<file path="config.mk">
export PLATFORM = sky130hd
export DESIGN_NAME = source_decoder
export DESIGN_NICKNAME = d
export VERILOG_FILES = /design/src/rtl/source_decoder.sv
export SDC_FILE = /design/constraint.sdc
export NUM_CORES = 1
export LEC_CHECK = 0
export ABC_AREA = 0
export CAP_MARGIN = 20
export CORE_ASPECT_RATIO = 0.6
export CORE_MARGIN = 3
export CORE_UTILIZATION = 40
export DETAILED_ROUTE_END_ITERATION = 10
export PLACE_DENSITY = 0.67
export SYNTH_ARGS = -nofsm -noshare
export SYNTH_HDL_FRONTEND = slang
export SYNTH_SLANG_ARGS = --single-unit
export TNS_END_PERCENT = 10
</file>
<file path="constraint.sdc">
create_clock -name clk -period 2.75 [get_ports clk]
set_clock_uncertainty 0.2 [all_clocks]
set_input_delay 0.275 -clock clk [delete_from_list [all_inputs] [get_ports clk]]
set_output_delay 0.275 -clock clk [all_outputs]
set_load 0.005 [all_outputs]
</file>
<file path="src/rtl/source_decoder.sv">
// source_decoder: sequential search for the lowest a with F(a,b)==c over the four candidates
module source_decoder #(
  parameter bit STOP_ON_FIRST = 1'b0
) (
  input  logic       clk,
  input  logic       rst_n,
  input  logic       in_valid,
  output logic       in_ready,
  input  logic [1:0] c_in,
  input  logic [1:0] b_in,
  output logic       out_valid,
  input  logic       out_ready,
  output logic [1:0] a_out,
  output logic       found,
  output logic       ambiguous,
  output logic [3:0] match_mask
);
  typedef enum logic [1:0] {IDLE, SEARCH, DONE} state_t;
  state_t     state;
  logic [1:0] c_q, b_q, idx, f;
  logic       hit;
  logic [3:0] nm;
  function automatic logic [1:0] enc(input logic [1:0] a, input logic [1:0] b);
    return a == 2'd0 ? (b == 2'b11 ? 2'b11 : 2'b00) :
           a == 2'd1 ? {b[1], 1'b1} : {~b[1], b[1]};
  endfunction
  assign in_ready = state == IDLE;
  // Evaluate the current candidate and fold it into the mask being built
  always_comb begin
    f   = enc(idx, b_q);
    hit = f == c_q;
    nm  = match_mask | ({3'b000, hit} << idx);
  end
  // Request FSM: accept, scan one candidate per cycle, hold result until taken
  always_ff @(posedge clk or negedge rst_n) begin
    if (!rst_n) begin
      state      <= IDLE;
      c_q        <= 2'b00;
      b_q        <= 2'b00;
      idx        <= 2'd0;
      out_valid  <= 1'b0;
      a_out      <= 2'b00;
      found      <= 1'b0;
      ambiguous  <= 1'b0;
      match_mask <= 4'b0000;
    end else begin
      case (state)
        IDLE: if (in_valid) begin
          c_q        <= c_in;
          b_q        <= b_in;
          idx        <= 2'd0;
          a_out      <= 2'b00;
          found      <= 1'b0;
          ambiguous  <= 1'b0;
          match_mask <= 4'b0000;
          state      <= SEARCH;
        end
        SEARCH: begin
          match_mask <= nm;
          a_out      <= nm[0] ? 2'd0 : nm[1] ? 2'd1 : nm[2] ? 2'd2 : nm[3] ? 2'd3 : 2'd0;
          found      <= |nm;
          ambiguous  <= $countones(nm) > 1;
          idx        <= idx + 2'd1;
          if (idx == 2'd3 || (STOP_ON_FIRST && hit)) begin
            out_valid <= 1'b1;
            state     <= DONE;
          end
        end
        DONE: if (out_ready) begin
          out_valid <= 1'b0;
          state     <= IDLE;
        end
        default: state <= IDLE;
      endcase
    end
  end
endmodule

</file>
* Yosys cells after proc, flatten, opt, wreduce, memory -nomap -nowiden
Index checks and enable logic that the tools add are counted.
Storage, ports and cells: register bits after elaboration 17, input bits 8, output and inout port bits 10, word-level logic and storage cells 57
Cells by class: add/subtract/negate cells 4, order comparisons 1, eq/ne operators 9, shift operators 1, muxes and demuxes 22, bitwise operators 2, reduce and logical (&&, ||, !) cells 9
Operator list (count):
- $mux 2 | 11
- $pmux 2 s2 | 2
- $pmux 4 s2 | 1
- $eq 2x2->1 const B | 3
- $ne 2x2->1 const B | 3
- $pmux 1 s2 | 3
- $pmux 2 s3 | 1
- $reduce_and 3->1 | 2
- $add 1x1->2 | 2
- $eq 2x1->1 const B | 2
- $logic_not 2->1 | 2
- $mux 4 | 1
- $or 4x4->4 | 1
- $reduce_and 2->1 | 2
- $reduce_bool 2->1 | 2
- $reduce_or 4->1 | 1
- $shl 1x2->4 | 1
- $add 2x2->3 | 1
- $gt 3x1->1 const B | 1
- $mux 1 | 3
- $add 2x1->2 const B | 1
- $eq 2x2->1 | 1
- $not 1->1 | 1

* Depth between registers and ports, before layout
Gate-level depths: netlist of run 1.
word-level depth 11, gate-level depth with buffers 12, depth with buffers taken out 11

* Worst setup path after synthesis of run 1
OpenSTA, ideal clock, no wires.
path kind register to register, from register idx[0], to register ambiguous, library setup time 128 ps, arrival 2378 ps, data required time 2422 ps, path slack 44 ps, cell stages (with the launch flop) 12, buffers on the path 2, period minus slack after synthesis 2706 ps, cells stage by stage dfrtp_1 > clkbuf_1 > inv_1 > ha_1 > or3b_1 > o211ai_4 > and3_4 > buf_6 > a21o_2 > fa_1 > nand2_1 > o21ai_0
On the way: longest elaborated chain between the ends 10, elaborated cells on any way between the ends 12, those cells by class 3 x add/sub; 1 x order compare; 2 x eq/ne; 1 x shift; 3 x mux; 1 x bitwise; 1 x reduce/logical
Ends and longest elaborated chain:
- start, declared | line 20 | logic [1:0] c_q, b_q, idx, f;
- start signal, assigned | line 63 | idx <= idx + 2'd1;
- $eq 2x1->1 | line 25 | a == 2'd1 ? {b[1], 1'b1} : {~b[1], b[1]};
- $mux 2 | line 25
- $mux 2 | line 24 | return a == 2'd0 ? (b == 2'b11 ? 2'b11 : 2'b00) :
- $eq 2x2->1 | line 31 | hit = f == c_q;
- $shl 1x2->4 (*) | line 32 | nm = match_mask | ({3'b000, hit} << idx);
- $or 4x4->4 (*) | line 32
- $add 1x1->2 (not written as such) | line 62 | ambiguous <= $countones(nm) > 1;
- $add 2x2->3 (not written as such) (*) | line 62
- $gt 3x1->1 (*) | line 62
- $pmux 1 s2 (*) | line 47 | case (state)
- end signal, assigned | line 62
- end, declared | line 15 | output logic ambiguous,
Mark *: on every way between the ends. The rest lies on a longest branch, timed or not. A chain may end at the register's enable or synchronous reset.

* Final worst setup path of run 1
Ends and elaborated chain as after synthesis.

==> run_results.csv, run 1 <==
group,metric,value,unit
run_status,status,"finished clean",
floorplanning,dieArea,3050,um^2
logic_synthesis,syn-cell-area,962,um^2
sta,post-route-min-period,2670,ps
floorplanning,core,2230,um^2
sta,max_freq,0.374,GHz
floorplanning,ios,18,
sta,whs,270,ps
worst_setup_path,critical_path_buf_inv_count,1,
clock_network,cts_tree,"built",
drt,wire_per_inst,15.2,um
logic_synthesis,ys_seq_elements,17,
sta,hold_viol,0,
finish,antennaDiodeCount,0,
worst_setup_path,critPathMaxFanout,5,
worst_setup_path,critPathTopFamily,"adder cells",
hold_path,hold_class,"in2async",
sta,relSlewSlack,0.484,
floorplanning,die_w,69.3,um
grt,grt_busiest_layer,"met1",
finish,syn2layout_area_growth,32.6,%
drt,drt_iter0_drc,59,
sta,final.setup.tns,0,ps
drt,wl,2250,um
clock_network,clk_latency,260,ps
finish,drive_above_1_share,0.229,
placed_design,portBuffers,17,
grt,grt-ovfl-total,0,
placed_design,dp_hpwl,1620,um
finish,nets,133,
logic_synthesis,yosysWarnings,0,
clock_network,h-tree-depth,1,
clock_network,cts-hold-fix-buffers,0,
placed_design,gp_congestion,0.871,
floorplanning,rows,13,
grt,grt_use_met2,0.225,
logic_synthesis,syn_nets,108,
clock_network,clockBufferDepth,2,
worst_setup_path,crit_arrival,2610,ps
logic_synthesis,seq_area_frac_synth,0.442,
worst_setup_path,cp.required,2690,ps
worst_setup_path,crit_path_cell_trace,"ha_1 > inv_1 > ha_4 > or3b_4 > o211ai_4 > and3_4 > a21o_2 > fa_1 > nand2_1 > o21ai_1",
worst_setup_path,r2r_slack,80,ps
grt,grt_use_total,0.161,
grt,met1_usage,0.226,
worst_setup_path,critical-path-slowest-cell,"dfrtp_1",
sta,worst_pin_slew,771,ps
floorplanning,die_y,44.0,um
floorplanning,start_util,0.432,
clock_network,cts_buffers,3,
sta,slew_violations,0,
flow_run,drv_cap,0,
finish,nFillCells,182,
worst_setup_path,cp-start-kind,"flop",
sta,fin_crit_sh,0.971,
logic_synthesis,synthCells,94,
worst_setup_path,endpoint_kind,"flop",
logic_synthesis,ys_types,28,
clock_network,clk_pin_slew,70,ps
drt,vias,777,
logic_synthesis,avgSynthCellArea,10.2,um^2
worst_setup_path,max_stage_delay,410,ps
clock_network,cts_sinks,17,
drt,drc,0,
drt,viasPerCell,5.25,
grt,grtUsageMet3,0.0556,
grt,grt_pass1_wl,3640,um
power,powerDensity,1260,nW/um^2
grt,grt_max_degree,18,
finish,final_cell_mix,"dfrtp_1, clkdlybuf4s50_1, a21oi_1, buf_4, nand2_1",
finish,final_util,0.573,
grt,grt_pass1_vias,759,
power,p_leak,0.566,nW
clock_network,cts_root_buf,"clkbuf_8",
worst_setup_path,crit_type,"reg2reg",
power,irDropWorstVdd,0.492,mV
drt,dr.pass1.iters,4,
sta,finalSetupViolCount,0,
grt,antenna_found_initial,0,
drt,ant_nets,0,
[through the flow]
stage	worst slack (ps)	total power [W]	cells	cell area [um^2]
floorplan	43.7	0.00101	94	962
global placement	119	0.00126	140	1170
detailed placement	35.9	0.00130	140	1170
CTS	8.30	0.00151	144	1230
global route	-20.8	0.00173	148	1280
finish	78.9	0.00160	148	1280
[timing repair]
action / 4_1_cts / 5_1_grt
gates resized for setup: 2 / 4
hold endpoints to repair: 0 / 0
buffers inserted: 0 / 4
pin swaps: 0 / 1
setup endpoints to repair: 1 / 1
[power breakdown]
group	switching [W]	internal [W]	leakage (nW)
logic	0.000499	0.000472	0.324
registers	0.0000912	0.000350	0.217
clock network	0.0000894	0.000101	0.0255
total	0.000679	0.000922	0.566
[cell usage after synthesis (all sizes together)]
library cell,instances,area [um^2]
clkbuf,4,15.0
nand4,2,12.5
dfrtp,17,425
buf,1,11.3
nor2b,2,12.5
and3,3,28.8
a41oi,1,8.76
a21o,1,8.76
o31ai,2,20.0
ha,5,62.6
o211ai,2,42.5
nand3,4,20.0
o311a,1,10.0
a31oi,4,25.0
fa,1,20.0
inv,7,26.3
nand2,7,26.3
or3b,2,17.5
nand4b,1,8.76
nand2b,2,12.5
nor2,6,22.5
o21ai,4,20.0
a21oi,8,40.0
nor3,1,5.00
o21bai,2,15.0
mux2,4,45.0
[cell families after synthesis]
| family | share of synthesized area |
|---|---|
| mux | 0.0468 |
| compound gates | 0.198 |
| buf+inv | 0.0546 |
| simple gates | 0.173 |
| fa+ha+maj | 0.0858 |
| flops | 0.442 |
[layer usage]
metal | vias up | wire length, um
li1 | 380 | -
met1 | 367 | 1080
met2 | 28 | 995
met3 | 2 | 163
met4 | 0 | 8
met5 | - | 0
[flip-flops by register name (all words and copies together) (netlist names)]
name,flops
a_out,2
ambiguous,1
b_q,2
c_q,2
found,1
idx,2
match_mask,4
out_valid,1
state,2
[cell type report]
cell class | count | area, um^2 | share of cell area
Sequential cell | 17 | 425 | 0.333
Inverter | 7 | 26.3 | 0.0206
Tap cell | 30 | 37.5 | 0.0294
Clock inverter | 1 | 5.00 | 0.00392
Multi-Input combinational cell | 65 | 510 | 0.400
Timing Repair Buffer | 25 | 230 | 0.180
Clock buffer | 3 | 41.3 | 0.0324
[worst reg2reg max path, cell delays in order, from the launching register on]
cell	delay [ps]
dfrtp_1	410
ha_1	210
inv_1	90
ha_4	210
or3b_4	380
o211ai_4	110
and3_4	260
a21o_2	140
fa_1	410
nand2_1	80
o21ai_1	60
[worst paths after layout]
kind / from / to / cells after the start
max: idx[0]$_DFFE_PN0P_ / ambiguous$_DFFE_PN0P_ / 10
min: rst_n / state[1]$_DFFE_PN0P_ / 1
max reg2reg: idx[0]$_DFFE_PN0P_ / ambiguous$_DFFE_PN0P_ / 10
min reg2reg: a_out[1]$_DFFE_PN0P_ / a_out[1]$_DFFE_PN0P_ / 2
max in group asynchronous: rst_n / out_valid$_DFFE_PN0P_ / 1
min in group clk: a_out[1]$_DFFE_PN0P_ / a_out[1]$_DFFE_PN0P_ / 2
No activity file was read; power rests on OpenSTA's default activity.
==> inputs of run 2 (changes only) <==
- ABC_AREA: 0 -> 1
- PLACE_DENSITY: 0.67 -> 0.65
- clock period: 2.75 -> 2.9 ns (I/O delays scaled with it)
==> run 2 against run 1 <==
Synthesized cell count increased by 15%. Largest cell class is now flip-flops and latches. Highest routed layer unchanged. Utilization is 0.75 points higher. Area after synthesis down 5.7%. Fmax increased by 8.2%. Non-clock buffer count decreased by 8. Sequential share of layout area is 3.4 points higher. Critical path type unchanged. First-iteration DRC count shrank 58%. Worst setup slack improved by 350 ps.
==> run_results.csv, run 2 <==
group,metric,value,unit
finish,final_cell_area,1160,um^2
floorplanning,dieArea,2890,um^2
finish,nets,144,
logic_synthesis,synth_edf_count,0,
run_status,status,"finished clean",
clock_network,ctsResizeCount,0,
sta,worst_pin_slew,781,ps
logic_synthesis,yosysTopAreaCellShare,0.469,
worst_setup_path,crit_arrival,2410,ps
worst_setup_path,r2r_cells,13,
placed_design,dp_hpwl,1400,um
sta,final.setup.tns,0,ps
logic_synthesis,synth_top_family_by_area,"simple AND/OR/NAND/NOR gates",
grt,grt_pass1_wl,3260,um
floorplanning,start_util,0.454,
power,p_int,0.000764,W
logic_synthesis,synthMuxAreaShare,0,
finish,layout_commonest_cell,"nand2_1",
power,clock_power_share,0.129,
logic_synthesis,synth_ff_type,"dfrtp_1",
logic_synthesis,avgSynthCellArea,8.40,um^2
sta,slew_violations,0,
logic_synthesis,async_reset_ff_frac,1.00,
logic_synthesis,synth.area.top_cells,"dfrtp_1, nand2_1, ha_1",
sta,post-route-min-period,2470,ps
drt,drc,0,
clock_network,clk_latency,250,ps
worst_setup_path,critPathMaxFanout,5,
clock_network,cts_tree,"built",
sta,relSlewSlack,0.478,
logic_synthesis,synth_common_cells,"nand2_1, dfrtp_1, inv_1",
finish,drive_above_1_share,0.171,
logic_synthesis,synth_fa_ha_area_frac,0.0910,
flow_run,drv_cap,0,
logic_synthesis,synthCells,108,
floorplanning,ios,18,
worst_setup_path,crit_type,"reg2reg",
drt,wl_met2,765,um
clock_network,cts-hold-fix-buffers,0,
logic_synthesis,seq_area_frac_synth,0.469,
logic_synthesis,syn_nets,122,
sta,fin_crit_sh,0.851,
floorplanning,die_w,67.5,um
finish,syn2layout_area_growth,27.7,%
finish,largest-register,"match_mask",
hold_path,holdPathStages,2,
power,seq_power_share,0.303,
worst_setup_path,endpoint_kind,"flop",
drt,top_layer,"met4",
power,p_leak,0.578,nW
hold_path,hold_class,"reg2reg",
clock_network,cts_root_buf,"clkbuf_8",
drt,wl,1860,um
power,switchingPower,0.000614,W
logic_synthesis,yosysMostFrequentCell,"nand2_1",
drt,viasPerCell,4.63,
finish,largest_register_ffs,4,
logic_synthesis,yosys.area_share.simple,0.283,
power,powerDensity,1190,nW/um^2
logic_synthesis,syn-cell-area,907,um^2
logic_synthesis,synth_top_cell_by_area,"dfrtp_1",
drt,dr.pass1.iters,4,
logic_synthesis,synth_compound_area_frac,0.0745,
sta,hold_viol,0,
clock_network,clk_pin_slew,70,ps
logic_synthesis,ys_seq_elements,17,
finish,antennaDiodeCount,0,
logic_synthesis,synthXorXnorAreaFrac,0,
finish,final_cell_mix,"nand2_1, dfrtp_1, clkdlybuf4s50_1",
clock_network,cts_sinks,17,
grt,grt_pass1_vias,719,
drt,vias,727,
power,sw_frac_of_total,0.446,
grt,grt_max_degree,18,
finish,final_util,0.580,
clock_network,cts_setup_buffers,0,
power,p_comb_frac,0.568,
finish,fin_cells,157,
logic_synthesis,yosysWarnings,0,
clock_network,h-tree-depth,1,
drt,routed-wl-met3,97,um
power,irDropWorstVdd,0.592,mV
drt,drt_iter0_drc,25,
sta,max_freq,0.405,GHz
worst_setup_path,cp.required,2840,ps
floorplanning,core,2000,um^2
grt,grt-ovfl-total,0,
sta,finalSetupViolCount,0,
worst_setup_path,cp-start-kind,"flop",
clock_network,cts_buffers,3,
placed_design,dp.cells,153,
drt,ant_nets,0,
logic_synthesis,ys_types,15,
sta,rsz0062_at_grt,"no",
placed_design,gp_congestion,0.803,
placed_design,place_area,1110,um^2
placed_design,portBuffers,17,
grt,antenna_found_initial,0,
clock_network,clockBufferDepth,2,
floorplanning,die_y,42.9,um
drt,wire_per_inst,11.8,um
drt,met1_length,979,um
floorplanning,rows,12,
grt,grt_use_total,0.149,
==> run 2: changes by cell type in the layout (fill, tap and decap cells not counted), moves of 3 or more <==
cell	change
nand2_1	+24
a21oi_1	-8
buf_4	-8
inv_1	+8
nand2_2	+8
nor2_1	-6
inv_2	+5
a31oi_1	-4
mux2_2	-4
o22ai_1	+4
o21ai_0	+3
==> run 2: cells by family after synthesis <==
family / count (synthesis)
buffers and inverters: 20
AND/OR/NAND/NOR: 53
adder cells (fa/ha/maj): 6
AO/OA/AOI/OAI: 12
flip-flops: 17
==> run 2: worst paths after layout <==
| path | from | end | slack (ps) |
|---|---|---|---|
| worst max-delay path | idx[1]$_DFFE_PN0P_ | ambiguous$_DFFE_PN0P_ | 430 |
| worst min-delay path | out_valid$_DFFE_PN0P_ | out_valid$_DFFE_PN0P_ | 280 |
| worst max register to register | idx[1]$_DFFE_PN0P_ | ambiguous$_DFFE_PN0P_ | 430 |
| worst min register to register | out_valid$_DFFE_PN0P_ | out_valid$_DFFE_PN0P_ | 280 |
| max in group asynchronous | rst_n | idx[0]$_DFFE_PN0P_ | 1720 |
| min in group asynchronous | rst_n | c_q[0]$_DFFE_PN0P_ | 290 |
==> run 2: through the flow <==
stage	setup slack (ps)	hold slack [ps]	total power [W]
2_1_floorplan	605	-206	0.000946
3_3_place_gp	511	258	0.00118
3_5_place_dp	454	265	0.00120
4_1_cts	432	282	0.00139
5_1_grt	279	319	0.00152
6_report	431	277	0.00138
==> run 2: area by class of cell <==
cell class	count	area (um^2)
Sequential cell	17	425
Multi-Input combinational cell	71	407
Fill cell	188	838
Timing Repair Buffer	17	170
Inverter	20	75.1
Clock buffer	3	41.3
Clock inverter	1	5.00
Tap cell	28	35.0
==> run 2: worst max-delay path: stages (launching register included) <==
cell	delay, ps
dfrtp_1	410
inv_1	150
ha_1	170
inv_1	40
ha_1	270
nand2_2	80
nand3_1	70
nand2_1	80
inv_2	50
nand4_1	90
nand2_2	90
fa_1	410
a22oi_1	170
nand2_1	70
==> run 2: power by group through the flow <==
stage	clock (W)	sequential (W)	combinational, W
after floorplan	0	0.000414	0.000532
after global placement	0	0.000415	0.000763
after detailed placement	0	0.000420	0.000783
after CTS	0.000182	0.000418	0.000791
after global routing	0.000195	0.000432	0.000891
final	0.000178	0.000418	0.000783
==> run 2: per-layer routing <==
metal	vias up	global-route usage
li1	382	-
met1	328	0.215
met2	15	0.219
met3	2	0.0503
met4	0	0.0242
met5	-	0
